### src/rtl/drc_path_tracker_if.sv
// Bus bundle for drc_path_tracker: request in, PCIe read out, completion beats in, AXI descriptors out.
interface drc_path_tracker_if #(
    parameter int P_PATHS = 4,
    parameter int P_DW    = 4
);
    localparam int PW = (P_PATHS > 1) ? $clog2(P_PATHS) : 1;

    logic [31:0]   req_host_addr;
    logic [31:0]   req_dev_addr;
    logic [12:0]   req_len;
    logic          req_valid;
    logic          req_ready;

    logic [31:0]   dma_read_addr;
    logic [9:0]    dma_read_len;
    logic [7:0]    dma_read_tag;
    logic          dma_read_valid;
    logic          dma_read_done;

    logic [7:0]    cpl_tag;
    logic [P_DW-1:0] cpl_dwen;
    logic          cpl_valid;

    logic [31:0]   desc_addr;
    logic [7:0]    desc_len;
    logic [PW-1:0] desc_path;
    logic          desc_valid;
    logic          desc_ready;

    // Handshakes: req_ready is a one-cycle accept pulse while req_valid is high; dma_read_valid
    // holds a stable payload until the cycle after dma_read_done; cpl_valid is a strobe with no
    // back-pressure; a descriptor moves on the edge where desc_valid and desc_ready are both high.
    modport slave (
        input  req_host_addr, req_dev_addr, req_len, req_valid,
        output req_ready,
        output dma_read_addr, dma_read_len, dma_read_tag, dma_read_valid,
        input  dma_read_done,
        input  cpl_tag, cpl_dwen, cpl_valid,
        output desc_addr, desc_len, desc_path, desc_valid,
        input  desc_ready
    );

    modport master (
        output req_host_addr, req_dev_addr, req_len, req_valid,
        input  req_ready,
        input  dma_read_addr, dma_read_len, dma_read_tag, dma_read_valid,
        output dma_read_done,
        output cpl_tag, cpl_dwen, cpl_valid,
        input  desc_addr, desc_len, desc_path, desc_valid,
        output desc_ready
    );
endinterface

### src/rtl/drc_path_tracker.sv
// DMA read path tracker: binds pre-split PCIe reads to completion paths/tags and turns per-path
// completion beats into 4 KiB-safe AXI burst descriptors. Define DRC_CPL_TIMEOUT_EN for completion timeouts.
module drc_path_tracker #(
    parameter int         P_PATHS      = 4,
    parameter int         P_DW         = 4,
    parameter int         P_MAX_BURST  = 16,
    parameter logic [7:0] P_TAG_BASE   = 8'h10,
    parameter int         P_DESC_DEPTH = 16
`ifdef DRC_CPL_TIMEOUT_EN
    ,
    parameter int         P_TIMEOUT    = 4096
`endif
) (
    input  logic               i_clk,
    input  logic               i_rst,
    drc_path_tracker_if.slave  bus,
    output logic [P_PATHS-1:0] path_busy,
    output logic               err_stray,
    output logic               err_overrun,
`ifdef DRC_CPL_TIMEOUT_EN
    output logic               err_timeout,
`endif
    output logic               state_dbg
);
    localparam int PW = (P_PATHS > 1) ? $clog2(P_PATHS) : 1;
    localparam int AW = (P_DESC_DEPTH > 1) ? $clog2(P_DESC_DEPTH) : 1;
    localparam logic [AW:0] FIFO_FULL = (AW + 1)'(P_DESC_DEPTH);
    localparam logic [AW:0] FIFO_HALF = (AW + 1)'(P_DESC_DEPTH / 2);
    localparam logic [8:0]  MAX_BEATS = 9'(P_MAX_BURST);

    typedef enum logic [0:0] {S_IDLE = 1'b0, S_ISSUE = 1'b1} state_t;
    state_t state_q, state_d;

    logic [P_PATHS-1:0] busy_q;
    logic [12:0] remaining_q   [P_PATHS];
    logic [31:0] burst_start_q [P_PATHS];
    logic [31:0] cur_addr_q    [P_PATHS];
    logic [8:0]  beats_q       [P_PATHS];

    logic [31:0] dma_addr_q;
    logic [9:0]  dma_len_q;
    logic [7:0]  dma_tag_q;
    logic        err_stray_q, err_overrun_q;

    logic [31:0]   fifo_addr [P_DESC_DEPTH];
    logic [7:0]    fifo_len  [P_DESC_DEPTH];
    logic [PW-1:0] fifo_path [P_DESC_DEPTH];
    logic [AW-1:0] wr_ptr_q, rd_ptr_q;
    logic [AW:0]   count_q;

    logic          free_found;
    logic [PW-1:0] free_idx;
    logic          accept;

    logic [7:0]    tag_off;
    logic          tag_in;
    logic [PW-1:0] hit_idx;
    logic          beat_hit, stray;
    logic [12:0]   beat_bytes, rem_next;
    logic [8:0]    beats_next;
    logic [31:0]   next_addr;
    logic          beat_overrun, beat_close, beat_done, beat_push;

    logic          push, pop, do_push;
    logic [31:0]   push_addr;
    logic [7:0]    push_len;
    logic [PW-1:0] push_path;

    // Lowest-index free path wins.
    always_comb begin
        free_found = 1'b0;
        free_idx   = '0;
        for (int i = P_PATHS - 1; i >= 0; i--) begin
            if (!busy_q[i]) begin
                free_found = 1'b1;
                free_idx   = PW'(i);
            end
        end
    end

    always_ff @(posedge i_clk) begin
        if (i_rst) state_q <= S_IDLE;
        else       state_q <= state_d;
    end

    always_comb begin
        state_d = state_q;
        accept  = 1'b0;
        case (state_q)
            S_IDLE: begin
                if (bus.req_valid && free_found && (count_q <= FIFO_HALF) && !i_rst) begin
                    accept  = 1'b1;
                    state_d = S_ISSUE;
                end
            end
            S_ISSUE: begin
                if (bus.dma_read_done) state_d = S_IDLE;
            end
            default: state_d = S_IDLE;
        endcase
    end

    assign tag_off  = bus.cpl_tag - P_TAG_BASE;
    assign tag_in   = (tag_off < 8'(P_PATHS));
    assign hit_idx  = tag_off[PW-1:0];
    assign beat_hit = bus.cpl_valid && tag_in && busy_q[hit_idx];
    assign stray    = bus.cpl_valid && !beat_hit;

    always_comb begin
        beat_bytes = '0;
        for (int i = 0; i < P_DW; i++) begin
            if (bus.cpl_dwen[i]) beat_bytes = beat_bytes + 13'd4;
        end
    end

    // A burst closes on max length, short beat, landing on a 4 KiB boundary, or end of request.
    assign beat_overrun = beat_bytes > remaining_q[hit_idx];
    assign rem_next     = remaining_q[hit_idx] - beat_bytes;
    assign beats_next   = beats_q[hit_idx] + 9'd1;
    assign next_addr    = cur_addr_q[hit_idx] + 32'(beat_bytes);
    assign beat_done    = beat_overrun || (rem_next == 13'd0);
    assign beat_close   = beat_done || (beats_next == MAX_BEATS) ||
                          (bus.cpl_dwen != {P_DW{1'b1}}) || (next_addr[11:0] == 12'd0);
    assign beat_push    = beat_hit && beat_close;

`ifdef DRC_CPL_TIMEOUT_EN
    localparam int TW = $clog2(P_TIMEOUT + 1);
    localparam logic [TW-1:0] TO_LIMIT = TW'(P_TIMEOUT);

    logic [TW-1:0] to_cnt_q [P_PATHS];
    logic          to_found, to_fire, to_push, err_timeout_q;
    logic [PW-1:0] to_idx;

    always_comb begin
        to_found = 1'b0;
        to_idx   = '0;
        for (int i = P_PATHS - 1; i >= 0; i--) begin
            if (busy_q[i] && (to_cnt_q[i] == TO_LIMIT) && !(beat_hit && (hit_idx == PW'(i)))) begin
                to_found = 1'b1;
                to_idx   = PW'(i);
            end
        end
    end

    // A timeout waits a cycle if a completion push already owns the FIFO write port.
    assign to_fire = to_found && !beat_push;
    assign to_push = to_fire && (beats_q[to_idx] != 9'd0);

    always_ff @(posedge i_clk) begin
        if (i_rst) begin
            for (int i = 0; i < P_PATHS; i++) to_cnt_q[i] <= '0;
            err_timeout_q <= 1'b0;
        end else begin
            for (int i = 0; i < P_PATHS; i++) begin
                if (!busy_q[i] || (accept && (free_idx == PW'(i))) || (beat_hit && (hit_idx == PW'(i))))
                    to_cnt_q[i] <= '0;
                else if (to_cnt_q[i] != TO_LIMIT)
                    to_cnt_q[i] <= to_cnt_q[i] + TW'(1);
            end
            if (to_fire) err_timeout_q <= 1'b1;
        end
    end

    assign err_timeout = err_timeout_q;
`endif

    always_comb begin
        push      = 1'b0;
        push_addr = '0;
        push_len  = '0;
        push_path = '0;
        if (beat_push) begin
            push      = 1'b1;
            push_addr = burst_start_q[hit_idx];
            push_len  = 8'(beats_next - 9'd1);
            push_path = hit_idx;
        end
`ifdef DRC_CPL_TIMEOUT_EN
        else if (to_push) begin
            push      = 1'b1;
            push_addr = burst_start_q[to_idx];
            push_len  = 8'(beats_q[to_idx] - 9'd1);
            push_path = to_idx;
        end
`endif
    end

    assign pop     = bus.desc_ready && (count_q != '0);
    assign do_push = push && ((count_q != FIFO_FULL) || pop);

    always_ff @(posedge i_clk) begin
        if (i_rst) begin
            busy_q <= '0;
            for (int i = 0; i < P_PATHS; i++) begin
                remaining_q[i]   <= '0;
                burst_start_q[i] <= '0;
                cur_addr_q[i]    <= '0;
                beats_q[i]       <= '0;
            end
        end else begin
            if (accept) begin
                busy_q[free_idx]        <= 1'b1;
                remaining_q[free_idx]   <= bus.req_len;
                burst_start_q[free_idx] <= bus.req_dev_addr;
                cur_addr_q[free_idx]    <= bus.req_dev_addr;
                beats_q[free_idx]       <= '0;
            end
            if (beat_hit) begin
                remaining_q[hit_idx] <= beat_overrun ? 13'd0 : rem_next;
                beats_q[hit_idx]     <= beat_close ? 9'd0 : beats_next;
                cur_addr_q[hit_idx]  <= next_addr;
                if (beat_close) burst_start_q[hit_idx] <= next_addr;
                if (beat_done)  busy_q[hit_idx] <= 1'b0;
            end
`ifdef DRC_CPL_TIMEOUT_EN
            if (to_fire) begin
                busy_q[to_idx]        <= 1'b0;
                remaining_q[to_idx]   <= '0;
                beats_q[to_idx]       <= '0;
                burst_start_q[to_idx] <= cur_addr_q[to_idx];
            end
`endif
        end
    end

    always_ff @(posedge i_clk) begin
        if (i_rst) begin
            dma_addr_q    <= '0;
            dma_len_q     <= '0;
            dma_tag_q     <= '0;
            err_stray_q   <= 1'b0;
            err_overrun_q <= 1'b0;
        end else begin
            if (accept) begin
                dma_addr_q <= bus.req_host_addr;
                dma_len_q  <= bus.req_len[11:2];
                dma_tag_q  <= P_TAG_BASE + 8'(free_idx);
            end
            err_stray_q <= stray;
            if ((beat_hit && beat_overrun) || (push && !do_push)) err_overrun_q <= 1'b1;
        end
    end

    always_ff @(posedge i_clk) begin
        if (i_rst) begin
            wr_ptr_q <= '0;
            rd_ptr_q <= '0;
            count_q  <= '0;
        end else begin
            if (do_push) begin
                fifo_addr[wr_ptr_q] <= push_addr;
                fifo_len[wr_ptr_q]  <= push_len;
                fifo_path[wr_ptr_q] <= push_path;
                wr_ptr_q            <= wr_ptr_q + AW'(1);
            end
            if (pop) rd_ptr_q <= rd_ptr_q + AW'(1);
            count_q <= count_q + (AW + 1)'(do_push) - (AW + 1)'(pop);
        end
    end

    assign bus.req_ready      = accept;
    assign bus.dma_read_valid = (state_q == S_ISSUE);
    assign bus.dma_read_addr  = dma_addr_q;
    assign bus.dma_read_len   = dma_len_q;
    assign bus.dma_read_tag   = dma_tag_q;
    // Head entry is masked while empty so stale RAM contents never reach the outputs.
    assign bus.desc_valid     = (count_q != '0);
    assign bus.desc_addr      = bus.desc_valid ? fifo_addr[rd_ptr_q] : 32'd0;
    assign bus.desc_len       = bus.desc_valid ? fifo_len[rd_ptr_q]  : 8'd0;
    assign bus.desc_path      = bus.desc_valid ? fifo_path[rd_ptr_q] : '0;
    assign path_busy          = busy_q;
    assign err_stray          = err_stray_q;
    assign err_overrun        = err_overrun_q;
    assign state_dbg          = state_q;
endmodule

### src/flat_wrapper.sv
// flat-port wrapper written by rule: the top's interface ports become plain ports
module drc_path_tracker_flat 
#(
    parameter int         P_PATHS      = 4,
    parameter int         P_DW         = 4,
    parameter int         P_MAX_BURST  = 16,
    parameter logic [7:0] P_TAG_BASE   = 8'h10,
    parameter int         P_DESC_DEPTH = 16

)
  (i_clk, i_rst, path_busy, err_stray, err_overrun, state_dbg, bus_req_host_addr, bus_req_dev_addr, bus_req_len, bus_req_valid, bus_req_ready, bus_dma_read_addr, bus_dma_read_len, bus_dma_read_tag, bus_dma_read_valid, bus_dma_read_done, bus_cpl_tag, bus_cpl_dwen, bus_cpl_valid, bus_desc_addr, bus_desc_len, bus_desc_path, bus_desc_valid, bus_desc_ready);
  drc_path_tracker_if #(.P_PATHS(P_PATHS), .P_DW(P_DW)) bus_i ();
  input  logic i_clk;
  input  logic i_rst;
  output logic [P_PATHS-1:0] path_busy;
  output logic err_stray;
  output logic err_overrun;
  output logic state_dbg;
  input wire logic [$bits(bus_i.req_host_addr)-1:0] bus_req_host_addr;
  input wire logic [$bits(bus_i.req_dev_addr)-1:0] bus_req_dev_addr;
  input wire logic [$bits(bus_i.req_len)-1:0] bus_req_len;
  input wire logic [$bits(bus_i.req_valid)-1:0] bus_req_valid;
  output wire logic [$bits(bus_i.req_ready)-1:0] bus_req_ready;
  output wire logic [$bits(bus_i.dma_read_addr)-1:0] bus_dma_read_addr;
  output wire logic [$bits(bus_i.dma_read_len)-1:0] bus_dma_read_len;
  output wire logic [$bits(bus_i.dma_read_tag)-1:0] bus_dma_read_tag;
  output wire logic [$bits(bus_i.dma_read_valid)-1:0] bus_dma_read_valid;
  input wire logic [$bits(bus_i.dma_read_done)-1:0] bus_dma_read_done;
  input wire logic [$bits(bus_i.cpl_tag)-1:0] bus_cpl_tag;
  input wire logic [$bits(bus_i.cpl_dwen)-1:0] bus_cpl_dwen;
  input wire logic [$bits(bus_i.cpl_valid)-1:0] bus_cpl_valid;
  output wire logic [$bits(bus_i.desc_addr)-1:0] bus_desc_addr;
  output wire logic [$bits(bus_i.desc_len)-1:0] bus_desc_len;
  output wire logic [$bits(bus_i.desc_path)-1:0] bus_desc_path;
  output wire logic [$bits(bus_i.desc_valid)-1:0] bus_desc_valid;
  input wire logic [$bits(bus_i.desc_ready)-1:0] bus_desc_ready;
  assign bus_i.req_host_addr = bus_req_host_addr;
  assign bus_i.req_dev_addr = bus_req_dev_addr;
  assign bus_i.req_len = bus_req_len;
  assign bus_i.req_valid = bus_req_valid;
  assign bus_req_ready = bus_i.req_ready;
  assign bus_dma_read_addr = bus_i.dma_read_addr;
  assign bus_dma_read_len = bus_i.dma_read_len;
  assign bus_dma_read_tag = bus_i.dma_read_tag;
  assign bus_dma_read_valid = bus_i.dma_read_valid;
  assign bus_i.dma_read_done = bus_dma_read_done;
  assign bus_i.cpl_tag = bus_cpl_tag;
  assign bus_i.cpl_dwen = bus_cpl_dwen;
  assign bus_i.cpl_valid = bus_cpl_valid;
  assign bus_desc_addr = bus_i.desc_addr;
  assign bus_desc_len = bus_i.desc_len;
  assign bus_desc_path = bus_i.desc_path;
  assign bus_desc_valid = bus_i.desc_valid;
  assign bus_i.desc_ready = bus_desc_ready;
  drc_path_tracker #(.P_PATHS(P_PATHS), .P_DW(P_DW), .P_MAX_BURST(P_MAX_BURST), .P_TAG_BASE(P_TAG_BASE), .P_DESC_DEPTH(P_DESC_DEPTH)) u_core (.i_clk(i_clk), .i_rst(i_rst), .bus(bus_i), .path_busy(path_busy), .err_stray(err_stray), .err_overrun(err_overrun), .state_dbg(state_dbg));
endmodule
### config.mk
export PLATFORM = sky130hd
export DESIGN_NAME = drc_path_tracker_flat
export DESIGN_NICKNAME = d
export VERILOG_FILES = /design/src/rtl/drc_path_tracker_if.sv /design/src/rtl/drc_path_tracker.sv /design/src/flat_wrapper.sv
export SDC_FILE = /design/constraint.sdc
export NUM_CORES = 1
export LEC_CHECK = 0
export CORE_ASPECT_RATIO = 1.1
export CORE_MARGIN = 2
export CORE_UTILIZATION = 45
export DETAILED_ROUTE_END_ITERATION = 16
export MAX_ROUTING_LAYER = met4
export SYNTH_ARGS = -nofsm -noshare
export SYNTH_HDL_FRONTEND = slang
export SYNTH_SLANG_ARGS = --single-unit
### constraint.sdc
create_clock -name i_clk -period 11.8 [get_ports i_clk]
set_clock_uncertainty 0.1 [all_clocks]
set_input_delay 1.18 -clock i_clk [delete_from_list [all_inputs] [get_ports i_clk]]
set_output_delay 1.18 -clock i_clk [all_outputs]
set_load 0.01 [all_outputs]
==> impl_results.md, run 1 <==
* Metal2 WL at between 50000 and 60000 um
* Psw at approximately 2.5 mW
* Die area at about 100000 sq um
* CTS buffer count at about 110
* Final Instance Count excl. Fillers at approximately 4300
* WL met3 at roughly 7500 um
* Core box area at roughly 100000 sq um
* Endpoints failing hold at 0
* First-pass GRT wire length at about 170000 um
* IO Count at 197
* RSZ-0062 raised after global routing: no
* Routed vias/inst at ~6
* Die Wd at 308.1 um
* Final nets at 2999
* Gr ovfl total at 0
* Iter 0 DRT Violations at approximately 2200
* PwrDens at ~180 nW/um^2
* Netlist cell types at between 60 and 70
* Post-cts gate resize count at 0
* DRC at 0
* Root Buffer: clkbuf_16
* Max layer used: met4
* Startpoint types: primary input
* Post-synth EDFFs at approximately 1000
* Data required, critical path at between 10 and 15 ns
* Die height at 338.5 um
* Worst EP arrival at 7.26 ns
* Switching part of the total power at 25.90%
* Worst slew margin at 16.41%
* Clock Latency Late Sink at 0.72 ns
* Antenna violations before repair at 7
* FFs w/ async S/R, synth at 0%
* # port buffers at ~190
* Clock power share at between 30% and 40%
* Hold Crit Class: reg2reg
* Fin. max-slew vios at 0
* DR WL/cell at roughly 27 um
* Crit Path Max Fanout at a little under 50
* WL final at 114900 um
* Number of global-route vias before repair at 27070
* Final Critical Period at approximately 7.0 ns
* Crit path kind: in2reg
* Run status: complete, no violations
* Syn Inst Count at roughly 2700
* Final-report setup violation count at 0
* RePlAce Congestion at between 0.8 and 0.9
* Comb pwr share at roughly a fifth
* Via count at approximately 25000
* Worst-path clk slew at 0.06 ns
* DRT met1 WL at roughly 46000 um
* Fin Hold WS at about 0.35 ns
* Fmax at ~140 MHz
* Max-cap violation count at 0
* Final WS setup at between 4 and 5 ns
* Max clock buf depth at 3
* Gr usage total at 22.87%
* Most common flop cell mapped by yosys: edfxtp_1
* CTS tree: yes
* Post-DP HPWL at about 64000 um
* Mean Syn Cell Area at 16.96 sq um
* Worst-Margin Slew at about 1.3 ns
* Post-Syn Area at 45760 sq um
* Seq pwr share at between 40% and 50%
* Post-synthesis register bit count at ~1100
* Share of layout cells above drive strength 1 at 18.02%
* Final Cycle Share at roughly 60%
* Pin count of the biggest net entering global routing at 94
* Placed Cells incl. Taps at between 4000 and 5000
* Clock sink count at approximately 1100
* Synth warnings at 0
* VDD IR max at approximately 0.00018 V
* Final TNS setup at 0 ns
* Area Overhead vs Synth at 14.59%
* Place WS at about 4 ns
* DR pass1 iterations at 8
* Sequential share of the synthesized area at a little over two thirds
* Internal power at about 7 mW
* H-tree depth at 3
* Fill count at just over 8000
* Post-CTS Repair Setup Buffers at 0
* Worst Setup End Kind: register
* Row count at approximately 120
* Initial Utilization at 45.42%
* Hold_buf cts at 0
* Leakage power at 15.22 nW
* Post-DRT Antenna Nets at 0
## path summary, 6_finish.rpt
path,startpoint,endpoint,slack [ns],cells past startpoint
worst max-delay path,bus_cpl_dwen[0],u_core.fifo_addr[14][14],4.77,16
worst min-delay path,u_core.bus.dma_read_addr[21],u_core.bus.dma_read_addr[21],0.35,2
worst max register to register,u_core.cur_addr_q[0][2],u_core.fifo_addr[14][14],5.78,12
worst min register to register,u_core.bus.dma_read_addr[21],u_core.bus.dma_read_addr[21],0.35,2
## layer usage
layer,vias up,GRT usage [%]
met4,0,6.850
met1,13200,28.54
met3,200,3.770
met2,1012,38.48
met5,-,-
li1,11090,-
## layout make-up
| type | count | area [sq um] | area share [%] |
|---|---|---|---|
| multi-input cells | 1402 | 13140 | 25.05 |
| inverters | 34 | 130.1 | 0.2481 |
| clock buffers | 140 | 2853 | 5.440 |
| flip-flops and latches | 1085 | 31900 | 60.84 |
| diodes | 5 | 12.51 | 0.02386 |
| repair buffers | 245 | 2323 | 4.431 |
| well taps | 1302 | 1629 | 3.106 |
| clock inverters | 58 | 452.9 | 0.8637 |
## registers in the layout, indices dropped and copies added (netlist names), 3 cells and up, named ones only
signal and count:
u_core.beats_q 36, u_core.burst_start_q 128, u_core.bus.dma_read_addr 32, u_core.bus.dma_read_len 10
u_core.bus.dma_read_tag 3, u_core.count_q 5, u_core.cur_addr_q 128, u_core.fifo_addr 512
u_core.fifo_len 128, u_core.fifo_path 32, u_core.path_busy 4, u_core.rd_ptr_q 4
u_core.remaining_q 52, u_core.wr_ptr_q 4
## power groups by stage
stage               clock network (mW)  logic, mW  registers, mW
floorplan                            0       1.20           4.43
global placement                     0       1.86           4.49
detailed placement                   0       1.89           4.50
CTS                               3.29       1.90           4.42
global route                      3.44       2.00           4.43
finish                            3.23       1.86           4.41
## Yosys cell counts (7+ instances only)
cell	n	area share, %
xnor2_1	36	0.69
clkbuf_1	135	1.1
inv_1	34	0.28
nand2_1	245	2.0
nor3_1	33	0.36
buf_4	12	0.20
mux4_2	287	14
edfxtp_1	1016	67
a22o_1	30	0.57
nand2b_1	10	0.14
mux2i_1	32	0.70
and3_1	11	0.15
nor4_1	9	0.12
and2_1	50	0.68
nand3_1	64	0.70
xor2_1	15	0.29
nor2_1	93	0.76
or3_1	12	0.16
nor2b_1	38	0.52
dfxtp_1	69	3.0
nand4_1	8	0.11
o21ai_0	218	2.4
mux4_1	10	0.57
a21oi_1	59	0.65
buf_1	24	0.20
ha_1	26	0.71
o22ai_1	40	0.55
buf_2	7	0.077
## kinds of logic after synthesis
group / after synthesis / synth area share, %
AOI/OAI and AO/OA: 382 / 4.809
xor gates and xnor gates: 51 / 0.9761
adders and majority gates: 29 / 0.8421
buffers and inverters: 216 / 1.974
DFF: 1085 / 69.69
muxes: 333 / 15.50
other: 2 / 0.01641
and+or+nand+nor: 600 / 6.201
## through the flow
stage / instance area (sq um) / total power [mW] / util (%)
after CTS: 52430 / 9.602 / 52.04
after global routing: 52440 / 9.875 / 52.05
after floorplan: 45780 / 5.632 / -
after detailed placement: 49120 / 6.389 / 48.76
after global placement: 49120 / 6.354 / 48.76
final: 52440 / 9.497 / 52.05
## worst max-delay path, stage by stage
cell	delay [ns]
clkdlybuf4s50_1	0.51
inv_1	0.08
ha_1	0.38
xnor2_1	0.16
xnor2_1	0.18
ha_1	0.27
fa_1	0.47
xnor2_1	0.55
nor4b_2	0.30
o211ai_1	0.11
nand4b_1	0.21
o41a_1	0.62
a31o_4	0.53
or4_4	0.60
nor2_4	0.39
buf_4	0.61
## layout by cell type, fill, tap and decap left out, drive strengths merged, types with 57 or more instances in the layout
master and count:
a21oi 59, buf 57, clkbuf 140, clkdlybuf4s50 188, dfxtp 69, edfxtp 1016, mux4 297, nand2 245
nand3 64, nor2 93, o21ai 218
No activity file was read; power rests on OpenSTA's default activity.
==> inputs of run 2 (changes only) <==
Clock period 11.8 ns to 6.13 ns, I/O delays scaled along.
==> impl_results.md, run 2 (synthesis gave the netlist of run 1 again) <==
* Run status: complete, no violations
* Worst EP arrival at approximately 5.5 ns
* H-tree depth at 3
* Area Overhead vs Synth at 17.24%
* Hold_buf cts at 0
* Antenna violations before repair at 7
* Row count at 122
* Internal power at around 14 mW
* Comb pwr share at between 10% and 20%
* Worst-Margin Slew at 1.081 ns
* Max-cap violation count at 0
* Share of layout cells above drive strength 1 at roughly 20%
* Via count at 25900
* Clock sink count at between 1000 and 1500
* Final Instance Count excl. Fillers at 4344
* Crit path launch: bus_cpl_dwen[0]
* Placed Cells incl. Taps at between 4000 and 5000
* Die height at about 340 um
* CTS tree: yes
* Worst slew margin at between 20% and 30%
* CP cell instances: clkdlybuf4s50_1, inv_1, ha_1, xnor2_1, xnor2_1, ha_1, fa_1, nor2b_1, o21a_1, or3_1, a2111oi_0, o211ai_1, a31o_4, or4_1, nor2_4, buf_4
* Switching part of the total power at between 20% and 30%
* Worst path slowest cell: or4_1
* VDD IR max at between 0.0002 and 0.00025 V
* Crit Path Max Fanout at 20
* # port buffers at 191
* DRC at 0
* Initial Utilization at between 40% and 50%
* Final-report setup violation count at 0
* Root Buffer: clkbuf_16
* IO Count at approximately 200
* RSZ-0062 raised after global routing: no
* Crit path kind: in2reg
* PwrDens at about 350 nW/um^2
* Hold path startpoint: i_rst
* Final nets at ~3000
* Gr ovfl total at 0
* Data required, critical path at between 6 and 7 ns
* First-pass GRT wire length at 175900 um
* Routed vias/inst at about 6
* Post-DRT Antenna Nets at 0
* Leakage power at ~16 nW
* Fmax at approximately 190 MHz
* Post-DP HPWL at around 69000 um
* Core box area at about 100000 sq um
* Commonest non-fill, non-tap cell in the layout: edfxtp_1
* Clock Latency Late Sink at between 0.6 and 0.7 ns
* Most frequent cells in the layout: edfxtp_1 (1016), mux4_2 (287), nand2_1 (242), o21ai_0 (218), clkdlybuf4s50_1 (188)
* Hold Crit Class: in2reg
* Endpoints failing hold at 0
* Die Wd at 308.1 um
* Hold Path Depth at 2
* Gr usage total at roughly a quarter
* Clock power share at approximately a third
* DR pass1 iterations at 5
* Post-cts gate resize count at 0
* CTS buffer count at 112
* Worst-path clk slew at 0.06 ns
* Startpoint types: primary input
* Seq pwr share at ~45%
* Pin count of the biggest net entering global routing at 70
* Psw at around 4.8 mW
* Delay of the slowest cell on the worst path at 0.63 ns
* Placed Area at around 50000 sq um
* Final Cycle Share at between 80 and 90%
* DR WL/cell at between 20 and 30 um
* Fin. max-slew vios at 0
* Iter 0 DRT Violations at about 2500
* Worst Setup End Kind: register
* Die area at 104300 sq um
* Final Critical Period at between 5 and 6 ns
* Number of global-route vias before repair at 27380
* Post-CTS Repair Setup Buffers at 0
* R2R cell count at 12
* Post-route cell area at 53660 sq um
* WL final at 117400 um
* R2R Path Start: u_core.cur_addr_q[3][2]
* Max FFs per register at between 500 and 600
* Max clock buf depth at 3
* Reg with most FFs: u_core.fifo_addr
* RePlAce Congestion at 0.8352
run 2: cell types whose count changed in the layout (fill, tap and decap cells not counted), moves of 2 or more:
cell / delta
buf_12: +32
nor4_2: -8
bufinv_16: +3
xnor2_2: +2
clkbuf_1: -3
nor4_4: +8
clkbuf_16: +7
clkinv_16: -2
xnor2_1: -3
buf_4: +28
clkinv_2: +7
run 2: routing by layer:
layer	track usage (%)	vias to the layer above	routed length, um
met1	30.83	13470	48490
met3	3.526	192	7891
met5	-	-	0
li1	-	11230	-
met4	6.321	0	2593
met2	37.86	1015	58430
run 2: power groups by stage:
stage                     registers [mW]  clock network, mW  logic (mW)
after floorplan                     8.53                  0        2.34
after global placement              8.67                  0        3.72
after detailed placement            8.69                  0        3.75
after CTS                           8.54               6.67        3.77
after global routing                8.56               6.96        3.97
final                               8.53               6.55        3.69
run 2: worst paths after layout:
check	to	slack (ns)
worst min-delay path	u_core.err_overrun	0.29
worst max-delay path	u_core.fifo_addr[6][8]	0.92
worst max register to register	u_core.fifo_addr[6][8]	1.41
worst min register to register	u_core.bus.dma_read_addr[14]	0.35
run 2: metrics by stage:
stage	power [mW]	util (%)	hold WS, ns	setup TNS, ns	setup WS [ns]
after floorplan	10.87	-	0.3805	-57.19	-0.1702
after global placement	12.39	49.74	0.3421	0	0.2382
after detailed placement	12.44	49.74	0.3492	0	0.1957
after CTS	18.97	53.25	0.2456	0	0.9106
after global routing	19.49	53.26	0.2873	0	0.5311
final	18.76	53.26	0.2909	0	0.9207
run 2: critical path, delay by kind of cell:
family / cells / cell delay, ns
AO/OA/AOI/OAI: 4 / 1.23
XOR/XNOR: 2 / 0.51
adder cells (fa/ha/maj): 3 / 0.87
buffers and inverters: 3 / 0.94
AND/OR/NAND/NOR: 4 / 1.30
run 2: final cells by class:
| type | instances | area, sq um |
|---|---|---|
| Sequential cell | 1085 | 31900 |
| Clock buffer | 144 | 3017 |
| Clock inverter | 67 | 518.0 |
| Inverter | 34 | 130.1 |
| Multi-Input combinational cell | 1402 | 13270 |
| Tap cell | 1302 | 1629 |
| Fill cell | 8002 | 47090 |
| Antenna cell | 5 | 12.51 |
| Timing Repair Buffer | 305 | 3174 |
==> inputs of run 3 (changes only) <==
Clock period 6.13 ns to 4.9 ns, I/O delays scaled along.
==> impl_results.md, run 3 (synthesis gave the netlist of run 1 again) <==
* Run status: complete, no violations
* M1 GR Usage at a little under a third
* H-tree depth at 3
* First-pass GRT wire length at roughly 180000 um
* Max FFs per register at 512
* Reg with most FFs: u_core.fifo_addr
* Delay of the slowest cell on the worst path at ~0.50 ns
* CTS tree: yes
* Grt met2 use at between 30 and 40%
* Root Buffer: clkbuf_16
* CP cell instances: clkdlybuf4s50_1, buf_4, mux2i_1, nand4b_1, nand3_2, buf_4, ha_1, buf_4, xnor2_4, nor4b_4, o211ai_1, nand4b_1, o41a_1, a31o_4, or2_1, inv_1, ha_1, inv_1, fa_2, inv_1, a21oi_1, nor2_1, or3_1, a21oi_1
* Worst EP arrival at a little over 5 ns
* Max-cap violation count at 0
* CTS buffer count at about 110
* Post-DP HPWL at 73930 um
* Hold Crit Class: in2reg
* Gr ovfl total at 0
* IO Count at between 150 and 200
* WL final at 118300 um
* Worst Setup End Kind: register
* Via count at 26270
* Clock Latency Late Sink at about 0.69 ns
* DRC at 0
* Final-report setup violation count at 0
* Share of layout cells above drive strength 1 at between 20% and 30%
* Startpoint types: primary input
* Initial Utilization at 45.42%
* DR WL/cell at around 27 um
* Die Wd at between 300 and 400 um
* Worst slew margin at 23.66%
* Worst-path clk slew at 0.06 ns
* M3 GR Usage at 3.464%
* Hold path startpoint: bus_req_host_addr[28]
* Leakage power at ~17 nW
* Row count at 122
* Fin. max-slew vios at 0
* Post-DRT Antenna Nets at 0
* Busiest grt layer: met2
* VDD IR max at around 0.00028 V
* Area Overhead vs Synth at 20.63%
* Worst path slowest cell: clkdlybuf4s50_1
* Commonest non-fill, non-tap cell in the layout: edfxtp_1
* Place WS at -0.6246 ns
* Buf+Inv Stages, Crit Path at 7
* Antenna violations before repair at 7
* Core box area at about 100000 sq um
* Crit Path Max Fanout at 6
* Die area at between 100000 and 150000 sq um
* R2R Path Start: u_core.cur_addr_q[0][2]
* # port buffers at between 150 and 200
* Clock sink count at around 1100
* Data required, critical path at between 5 and 6 ns
* Most frequent cells in the layout: edfxtp_1 (1016), mux4_2 (287), nand2_1 (240), o21ai_0 (216), clkdlybuf4s50_1 (186)
* Final nets at approximately 3200
* Die height at roughly 340 um
* Post-CTS Repair Setup Buffers at 0
* Final TNS setup at 0 ns
* RSZ-0062 raised after global routing: no
* Final Power at ~24 mW
* Crit path launch: bus_cpl_dwen[2]
* PwrDens at around 430 nW/um^2
* Crit path kind: in2reg
* RePlAce Congestion at roughly 0.86
* Final Instance Count excl. Fillers at approximately 4400
* Post-cts gate resize count at 0
* Hold_buf cts at 0
* Gr usage total at 23.40%
* DR pass1 iterations at 8
* Pin count of the biggest net entering global routing at between 80 and 90
* Worst-Margin Slew at around 1.1 ns
* Fmax at about 220 MHz
* Number of global-route vias before repair at ~27000
* Final Cycle Share at a little over nine tenths
* Routed vias/inst at around 6
* Delay-heaviest family, CP: simple AND/OR/NAND/NOR gates
* Iter 0 DRT Violations at roughly 2700
* Placed Cells incl. Taps at around 4200
* Final WS setup at 0.2832 ns
* Final Critical Period at between 4 and 5 ns
* Max clock buf depth at 3
* Endpoints failing hold at 0
## run 3: cell count changes in the layout (fill, tap and decap cells not counted), sizes merged
cell / before / now
dlymetal6s2s: 0 / 2
clkbuf: 144 / 137
bufinv: 6 / 8
diode: 5 / 6
clkinvlp: 3 / 9
clkinv: 56 / 43
buf: 117 / 220
clkdlybuf4s50: 188 / 186
inv: 36 / 39
## run 3: metal layers
| metal | up-vias | wire length [um] |
|---|---|---|
| li1 | 11420 | - |
| met1 | 13630 | 48200 |
| met2 | 1044 | 60230 |
| met3 | 176 | 7421 |
| met4 | 0 | 2415 |
| met5 | - | 0 |
## run 3: final timing paths
kind                             endpoint  slack, ns  cells past startpoint
max                     u_core.count_q[4]       0.28                     24
max reg2reg             u_core.count_q[4]       0.38                     19
min          u_core.bus.dma_read_addr[28]       0.24                      3
min reg2reg  u_core.bus.dma_read_addr[12]       0.35                      2
## run 3: area by class of cell
cell class / instances / area (sq um)
Antenna cell: 6 / 15.01
Clock buffer: 137 / 3017
Clock inverter: 65 / 588.1
Fill cell: 7868 / 45540
Inverter: 34 / 130.1
Multi-Input combinational cell: 1402 / 13520
Sequential cell: 1085 / 31900
Tap cell: 1302 / 1629
Timing Repair Buffer: 408 / 4403
## run 3: tightest hold or removal path, stage by stage
cell,delay (ns)
clkdlybuf4s50_1,0.39
nand2_1,0.06
a21oi_1,0.05
## run 3: metrics by stage
| step | hold WS (ns) | cell area, sq um | util, % |
|---|---|---|---|
| after floorplan | 0.3805 | 46350 | - |
| after global placement | 0.3423 | 51510 | 51.13 |
| after detailed placement | 0.3467 | 51510 | 51.13 |
| after CTS | 0.2038 | 55110 | 54.70 |
| after global routing | 0.2292 | 55200 | 54.79 |
| final | 0.2447 | 55200 | 54.79 |
## run 3: report_power, final
| group | internal (mW) | leakage [nW] | switching (mW) |
|---|---|---|---|
| registers | 10.4 | 9.16 | 0.196 |
| clock network | 4.79 | 1.75 | 3.52 |
| logic | 2.50 | 5.65 | 2.38 |
| total | 17.7 | 16.6 | 6.10 |
